### config.mk
export PLATFORM = sky130hd
export DESIGN_NAME = ram_port_arbiter
export DESIGN_NICKNAME = d
export VERILOG_FILES = /design/src/rtl/ram_port_arbiter.sv
export SDC_FILE = /design/constraint.sdc
export NUM_CORES = 1
export LEC_CHECK = 0
export ABC_CLOCK_PERIOD_IN_PS = 4550
export CORE_MARGIN = 8
export CORE_UTILIZATION = 44
export CTS_CLUSTER_SIZE = 40
export DETAILED_ROUTE_END_ITERATION = 10
export GPL_TIMING_DRIVEN = 0
export PLACE_DENSITY = 0.95
export SLEW_MARGIN = 20
export SYNTH_ARGS = -nofsm -noshare
export SYNTH_HDL_FRONTEND = slang
export SYNTH_SLANG_ARGS = --single-unit
export TNS_END_PERCENT = 5
### constraint.sdc
create_clock -name clk -period 4.55 [get_ports clk]
set_clock_uncertainty 0.05 [all_clocks]
set_input_delay 0.91 -clock clk [delete_from_list [all_inputs] [get_ports clk]]
set_output_delay 0.91 -clock clk [all_outputs]
set_load 0.05 [all_outputs]
### src/rtl/ram_port_arbiter.sv
// Two-port round-robin arbiter in front of a single-port RAM with registered read data.
// Define RAM_ARB_RMW_EN to enable byte-lane writes via read-modify-write; otherwise every write is a full word.
module ram_port_arbiter #(
    parameter int AW = 10,
    parameter int DW = 16
) (
    input  logic          clk,
    input  logic          rst_n,
    input  logic          p0_req,
    input  logic          p0_we,
    input  logic [1:0]    p0_be,
    input  logic [AW-1:0] p0_addr,
    input  logic [DW-1:0] p0_wdata,
    output logic          p0_gnt,
    output logic [DW-1:0] p0_rdata,
    output logic          p0_rvalid,
    input  logic          p1_req,
    input  logic          p1_we,
    input  logic [1:0]    p1_be,
    input  logic [AW-1:0] p1_addr,
    input  logic [DW-1:0] p1_wdata,
    output logic          p1_gnt,
    output logic [DW-1:0] p1_rdata,
    output logic          p1_rvalid,
    output logic [AW-1:0] ram_addr,
    output logic [DW-1:0] ram_d,
    output logic          ram_we,
    output logic          ram_sel,
    input  logic [DW-1:0] ram_q
);

    localparam int HW = DW / 2;

    localparam logic [1:0] IDLE   = 2'd0;
    localparam logic [1:0] ACCESS = 2'd1;
    localparam logic [1:0] RMW_WR = 2'd2;

    logic [1:0]    state_reg, state_next;
    logic          ptr_reg, ptr_next;
    logic          win_reg, win_next;
    logic          we_reg;
    logic [AW-1:0] addr_reg;
    logic [DW-1:0] wdata_reg;

    logic [1:0]    req;
    logic          we_in    [2];
    logic [AW-1:0] addr_in  [2];
    logic [DW-1:0] wdata_in [2];

    logic          lane_full;
    logic          lane_partial;
    logic          gnt_any;
    logic          rd_fire;
    logic [1:0]    gnt_vec;

    assign req         = {p1_req, p0_req};
    assign we_in[0]    = p0_we;
    assign we_in[1]    = p1_we;
    assign addr_in[0]  = p0_addr;
    assign addr_in[1]  = p1_addr;
    assign wdata_in[0] = p0_wdata;
    assign wdata_in[1] = p1_wdata;

`ifdef RAM_ARB_RMW_EN
    logic [1:0]    be_in [2];
    logic [1:0]    be_reg;
    logic [DW-1:0] merged_reg, merged_next;

    assign be_in[0]     = p0_be;
    assign be_in[1]     = p1_be;
    assign lane_full    = (be_reg == 2'b11);
    assign lane_partial = (be_reg == 2'b01) || (be_reg == 2'b10);

    // Merge is formed while the old word is on ram_q during ACCESS.
    genvar gi;
    generate
        for (gi = 0; gi < 2; gi++) begin : gen_lane
            assign merged_next[gi*HW +: HW] = be_reg[gi] ? wdata_reg[gi*HW +: HW]
                                                         : ram_q[gi*HW +: HW];
        end
    endgenerate

    always_ff @(posedge clk or negedge rst_n) begin
        if (!rst_n) begin
            be_reg     <= 2'b00;
            merged_reg <= '0;
        end else begin
            if (state_reg == IDLE && req != 2'b00) begin
                be_reg <= be_in[win_next];
            end
            if (state_reg == ACCESS) begin
                merged_reg <= merged_next;
            end
        end
    end

    assign ram_d = (state_reg == RMW_WR) ? merged_reg : wdata_reg;
`else
    logic unused_be;
    assign unused_be    = ^{p0_be, p1_be};
    assign lane_full    = 1'b1;
    assign lane_partial = 1'b0;
    assign ram_d        = wdata_reg;
`endif

    // Tie goes to the pointer; a lone requester always wins.
    always_comb begin
        win_next = ptr_reg;
        if (req == 2'b01) begin
            win_next = 1'b0;
        end else if (req == 2'b10) begin
            win_next = 1'b1;
        end
    end

    always_comb begin
        state_next = state_reg;
        case (state_reg)
            IDLE:    if (req != 2'b00) state_next = ACCESS;
            ACCESS:  state_next = (we_reg && lane_partial) ? RMW_WR : IDLE;
            RMW_WR:  state_next = IDLE;
            default: state_next = IDLE;
        endcase
    end

    assign gnt_any  = (state_reg == RMW_WR) ||
                      (state_reg == ACCESS && !(we_reg && lane_partial));
    assign rd_fire  = (state_reg == ACCESS) && !we_reg;
    assign ptr_next = gnt_any ? ~win_reg : ptr_reg;

    assign ram_sel  = (state_reg != IDLE);
    assign ram_we   = (state_reg == RMW_WR) ||
                      (state_reg == ACCESS && we_reg && lane_full);
    assign ram_addr = addr_reg;

    always_ff @(posedge clk or negedge rst_n) begin
        if (!rst_n) begin
            state_reg <= IDLE;
            ptr_reg   <= 1'b0;
            win_reg   <= 1'b0;
            we_reg    <= 1'b0;
            addr_reg  <= '0;
            wdata_reg <= '0;
        end else begin
            state_reg <= state_next;
            ptr_reg   <= ptr_next;
            // Command is captured only here so later input changes cannot disturb the access.
            if (state_reg == IDLE && req != 2'b00) begin
                win_reg   <= win_next;
                we_reg    <= we_in[win_next];
                addr_reg  <= addr_in[win_next];
                wdata_reg <= wdata_in[win_next];
            end
        end
    end

    genvar pi;
    generate
        for (pi = 0; pi < 2; pi++) begin : gen_port
            logic [DW-1:0] rdata_reg;
            logic          rvalid_reg;

            assign gnt_vec[pi] = gnt_any && (win_reg == 1'(pi));

            always_ff @(posedge clk or negedge rst_n) begin
                if (!rst_n) begin
                    rdata_reg  <= '0;
                    rvalid_reg <= 1'b0;
                end else begin
                    rvalid_reg <= rd_fire && (win_reg == 1'(pi));
                    if (rd_fire && (win_reg == 1'(pi))) begin
                        rdata_reg <= ram_q;
                    end
                end
            end
        end
    endgenerate

    assign p0_gnt    = gnt_vec[0];
    assign p1_gnt    = gnt_vec[1];
    assign p0_rdata  = gen_port[0].rdata_reg;
    assign p1_rdata  = gen_port[1].rdata_reg;
    assign p0_rvalid = gen_port[0].rvalid_reg;
    assign p1_rvalid = gen_port[1].rvalid_reg;

endmodule

-- Yosys cells after proc, flatten, opt, wreduce, memory -nomap -nowiden
Index checks and enable logic that the tools add are counted.
Widths: inputs -> output; s select.
- register bits after elaboration: 65
- input bits: 78
- output and inout port bits: 64
- logic and storage cells: 44
- magnitude comparators: 1
- equality and inequality tests: 5
- muxes and demuxes: 13
- bitwise logic cells: 2
- reductions and logical operators: 13
- operator list (operator ; count):
    $mux 16 ; 3
    $mux 10 ; 3
    $logic_and 1x1->1 ; 7
    $mux 1 ; 5
    $eq 2x1->1 const B ; 2
    $eq 2x2->1 const B ; 2
    $mux 2 ; 2
    $reduce_bool 2->1 ; 2
    $ge 2x2->1 const B ; 1
    $logic_not 2->1 ; 1
    $logic_or 1x1->1 ; 2
    $ne 2x1->1 const B ; 1
    $not 1->2 ; 1
    $logic_not 1->1 ; 1
    $not 1->1 ; 1

-- Logic depth before layout (Yosys ltp)
- depth after elaboration: 7
- mapped depth: 5

-- Least setup slack after synthesis
OpenSTA, ideal clock, no wires.
- path type: register to output
- start point: reg state_reg[0]
- end point: out p0_gnt
- arrival time: 1185 ps
- path slack: 2405 ps
- stages on the path, launching flop included: 3
- path buffers: 0
- path through: dfrtp_1 nand2b_2 inv_1
- word-level cells in the longest chain between the ends: 3
- ends and longest elaborated chain (item ; RTL line ; RTL):
    start, declared ; 38 ; logic [1:0] state_reg, state_next;
    start signal, assigned ; 145 ; state_reg <= state_next;
    $eq 2x2->1 or $eq 2x1->1 (tied branches) ; -- ;
    $logic_or 1x1->1 (*) ; 126 ; assign gnt_any = (state_reg == RMW_WR) ||
    $logic_and 1x1->1 (*) ; 163 ; assign gnt_vec[pi] = gnt_any && (win_reg == 1'(pi));
    end, declared ; 14 ; output logic p0_gnt,
Every way passes the cells marked *; elsewhere a longest branch is shown, timed or not.

-- Worst setup path after layout
Same ends and word-level chain as after synthesis.

==> results_dict.tcl <==
set metrics [dict create \
    status "completed" \
    ys_seq_elements 64 \
    path_cells "nand2b_2 > inv_1 > clkdlybuf4s50_1" \
    critPathRequiredTime_ns 3.59 \
    fin_crit_sh_pct 62.52 \
    timing.final.ws_setup_ns 1.705 \
    fmax_mhz 351.5 \
    rr_worst_depth 4 \
    clk_pin_slew_ns 0.07 \
    cts_resized 0 \
    synthDistinctLibCells 21 \
    area_growth_syn_to_layout_pct 57.92 \
    r2r-start "state_reg[0]$_DFFE_PN0P_" \
    met1_length_um 4154 \
    finalHoldViolations 0 \
    io_buffers 137 \
    cp_max_fo 9 \
    dp_hpwl_um 7313 \
    endpoint_kind "primary output" \
    fin_nets 474 \
    slowest_stage "clkdlybuf4s50_1" \
    yosysWarnings 0 \
    path_class "reg -> out" \
    drt_iter0_drc 114 \
    synth.avg_cell_area_um2 11.89 \
    cts_root_buf "clkbuf_8" \
    grt_pass1_wl_um 16390 \
    synth_seq_area_share_pct 54.51 \
    syn_inst 247 \
    start_kind "register" \
    hold_class "in -> async" \
    gp_congestion 0.7471 \
    setup_viol 0 \
    dp_slack_ns 1.857 \
    reg2reg_to "p0_rdata[13]$_DFFE_PN0P_" \
    syn_area_um2 2938 \
    diodes 0 \
    rsz0062_at_grt "false" \
    antenna_left 0 \
    layout-drive-gt1-share_pct 16.25 \
    clk_path_buf_depth 2 \
    grt_usage_pct 21.57 \
    cts_tree "built" \
    antenna_found_initial 0 \
    fp-row-count 29 \
    drt_pass1_iterations 5 \
    tightest_slew_ns 0.5436 \
    max-slew-margin-rel_pct 63.65 \
    wl_met2_um 4775 \
    cts_sinks 64 \
    cts_hold_buf 0 \
    path_buf_inv 2 \
    grt_overflow_total 0 \
    pin_count 142 \
    wirelength_um 10170 \
    slew_violations 0 \
    rrSetupSlack_ns 2.79 \
    layout_min_cycle_time_ns 2.845 \
    grt_max_degree 61 \
    die_width_um 97.71 \
    die-height_um 97.71 \
    cpLargestDelayFamily "buffers and inverters" \
    critPathArrivalTime_ns 1.88 \
    numCtsBuffers 9 \
    cts_max_level 3 \
    avgRoutedWirePerCell_um 21.31 \
    power.leakage_nw 1.921 \
    slowest_delay_ns 0.81 \
    post_cts_buffers 0 \
    fin_tns_setup_ns 0 \
    powerDensity_nw_per_um2 672.6 \
    clock_latency_ns 0.34 \
    grt_pass1_vias 3032 \
    drv_cap 0 \
    peakVddDrop_mv 0.2759 \
    highest_layer "met4" \
    dieArea_um2 9547 \
    coreArea_um2 6422 \
    via_per_inst 5.761 \
    synth_fp_nets 325 \
    met3_length_um 1014 \
    drc 0 \
    vias 2748 \
    start_util_pct 45.74 \
]
## final cells by class
cell class	count	area, µm²
timing repair buffer	138	1396
clock inverter	6	85.08
buffer	26	133.9
fill	467	1783
tap	77	96.34
sequential	64	1602
inverter	7	26.28
clock buffer	9	123.9
multi-input combinational	150	1176
## stage by stage
step                cell area [µm²]  cells  hold WS (ns)  utilization (%)  total power, mW
global route                   4639    477        0.3129            72.24            3.252
finish                         4639    477        0.3203            72.24            3.121
detailed placement             4431    462        0.4201            68.99            2.600
CTS                            4639    477        0.3050            72.24            3.136
floorplan                      2938    247        0.4417                -            1.965
global placement               4405    461        0.4111            68.60            2.547
## kinds of logic after synthesis
family	share of synthesized area, %
multiplexers	13.42
AND/OR/NAND/NOR	9.540
AO/OA/AOI/OAI	17.08
buffers and inverters	5.451
flip-flops	54.51
## worst max-delay path by stage
stage                     slack, ns  cells past startpoint                 endpoint                      from
after global routing           1.64                      3                   p0_gnt  state_reg[0]$_DFFE_PN0P_
after global placement         0.53                      1  ram_addr[5]$_DFFE_PN0P_                     rst_n
final                          1.71                      3                   p0_gnt  state_reg[0]$_DFFE_PN0P_
after detailed placement       1.86                      6     ram_d[9]$_DFFE_PN0P_                    p0_req
after CTS                      1.69                      3                   p0_gnt  state_reg[0]$_DFFE_PN0P_
after floorplan                2.40                      2                   p0_gnt  state_reg[0]$_DFFE_PN0P_
## worst register-to-register path: cells and delay by family (launching register included)
family	cells	cell delay, ns
buffers and inverters	1	0.22
DFF	1	0.51
and+or+nand+nor	2	0.52
muxes	1	0.35
## power breakdown
group | switching [mW] | leakage [nW] | internal, mW
Sequential | 0.126 | 0.769 | 0.779
Clock | 0.226 | 0.101 | 0.303
Combinational | 1.08 | 1.05 | 0.605
Total | 1.43 | 1.92 | 1.69
## layout by cell type, fill, tap and decap left out, drive strengths merged
cell / count
o2111ai: 54
dfrtp: 64
nand3: 27
o21ai: 2
clkdlybuf4s50: 136
clkinv: 2
buf: 14
inv: 7
o31ai: 1
bufinv: 2
nand2: 27
nand2b: 2
clkbuf: 23
mux2: 32
and2: 2
o21bai: 1
nor2: 2
clkinvlp: 2
## cell usage after synthesis
library cell  instances  area (µm²)
dfrtp_1              64        1602
buf_1                 5       18.77
o31ai_1               1       7.510
buf_2                 4       20.02
and2_2                1       7.510
mux2_2               23       259.0
buf_6                 2       22.52
o21ai_0               2       10.01
nand3_1              27       135.1
inv_2                 3       11.26
nor2_1                1       3.750
mux2_4                9       135.1
nand2_1              27       101.4
and2_4                1       8.760
inv_1                 4       15.01
nand2b_2              2       17.52
o2111ai_1            54       473.0
clkbuf_1             14       52.55
buf_12                1       20.02
nor2_2                1       6.260
o21bai_2              1       11.26
## routing by layer
| layer | vias up | track usage [%] |
|---|---|---|
| met5 | - | 0 |
| met4 | 0 | 8.993 |
| met3 | 20 | 7.808 |
| met2 | 161 | 34.58 |
| met1 | 1315 | 25.59 |
| li1 | 1252 | - |
Note: power is estimated with default switching activity, not from simulation.
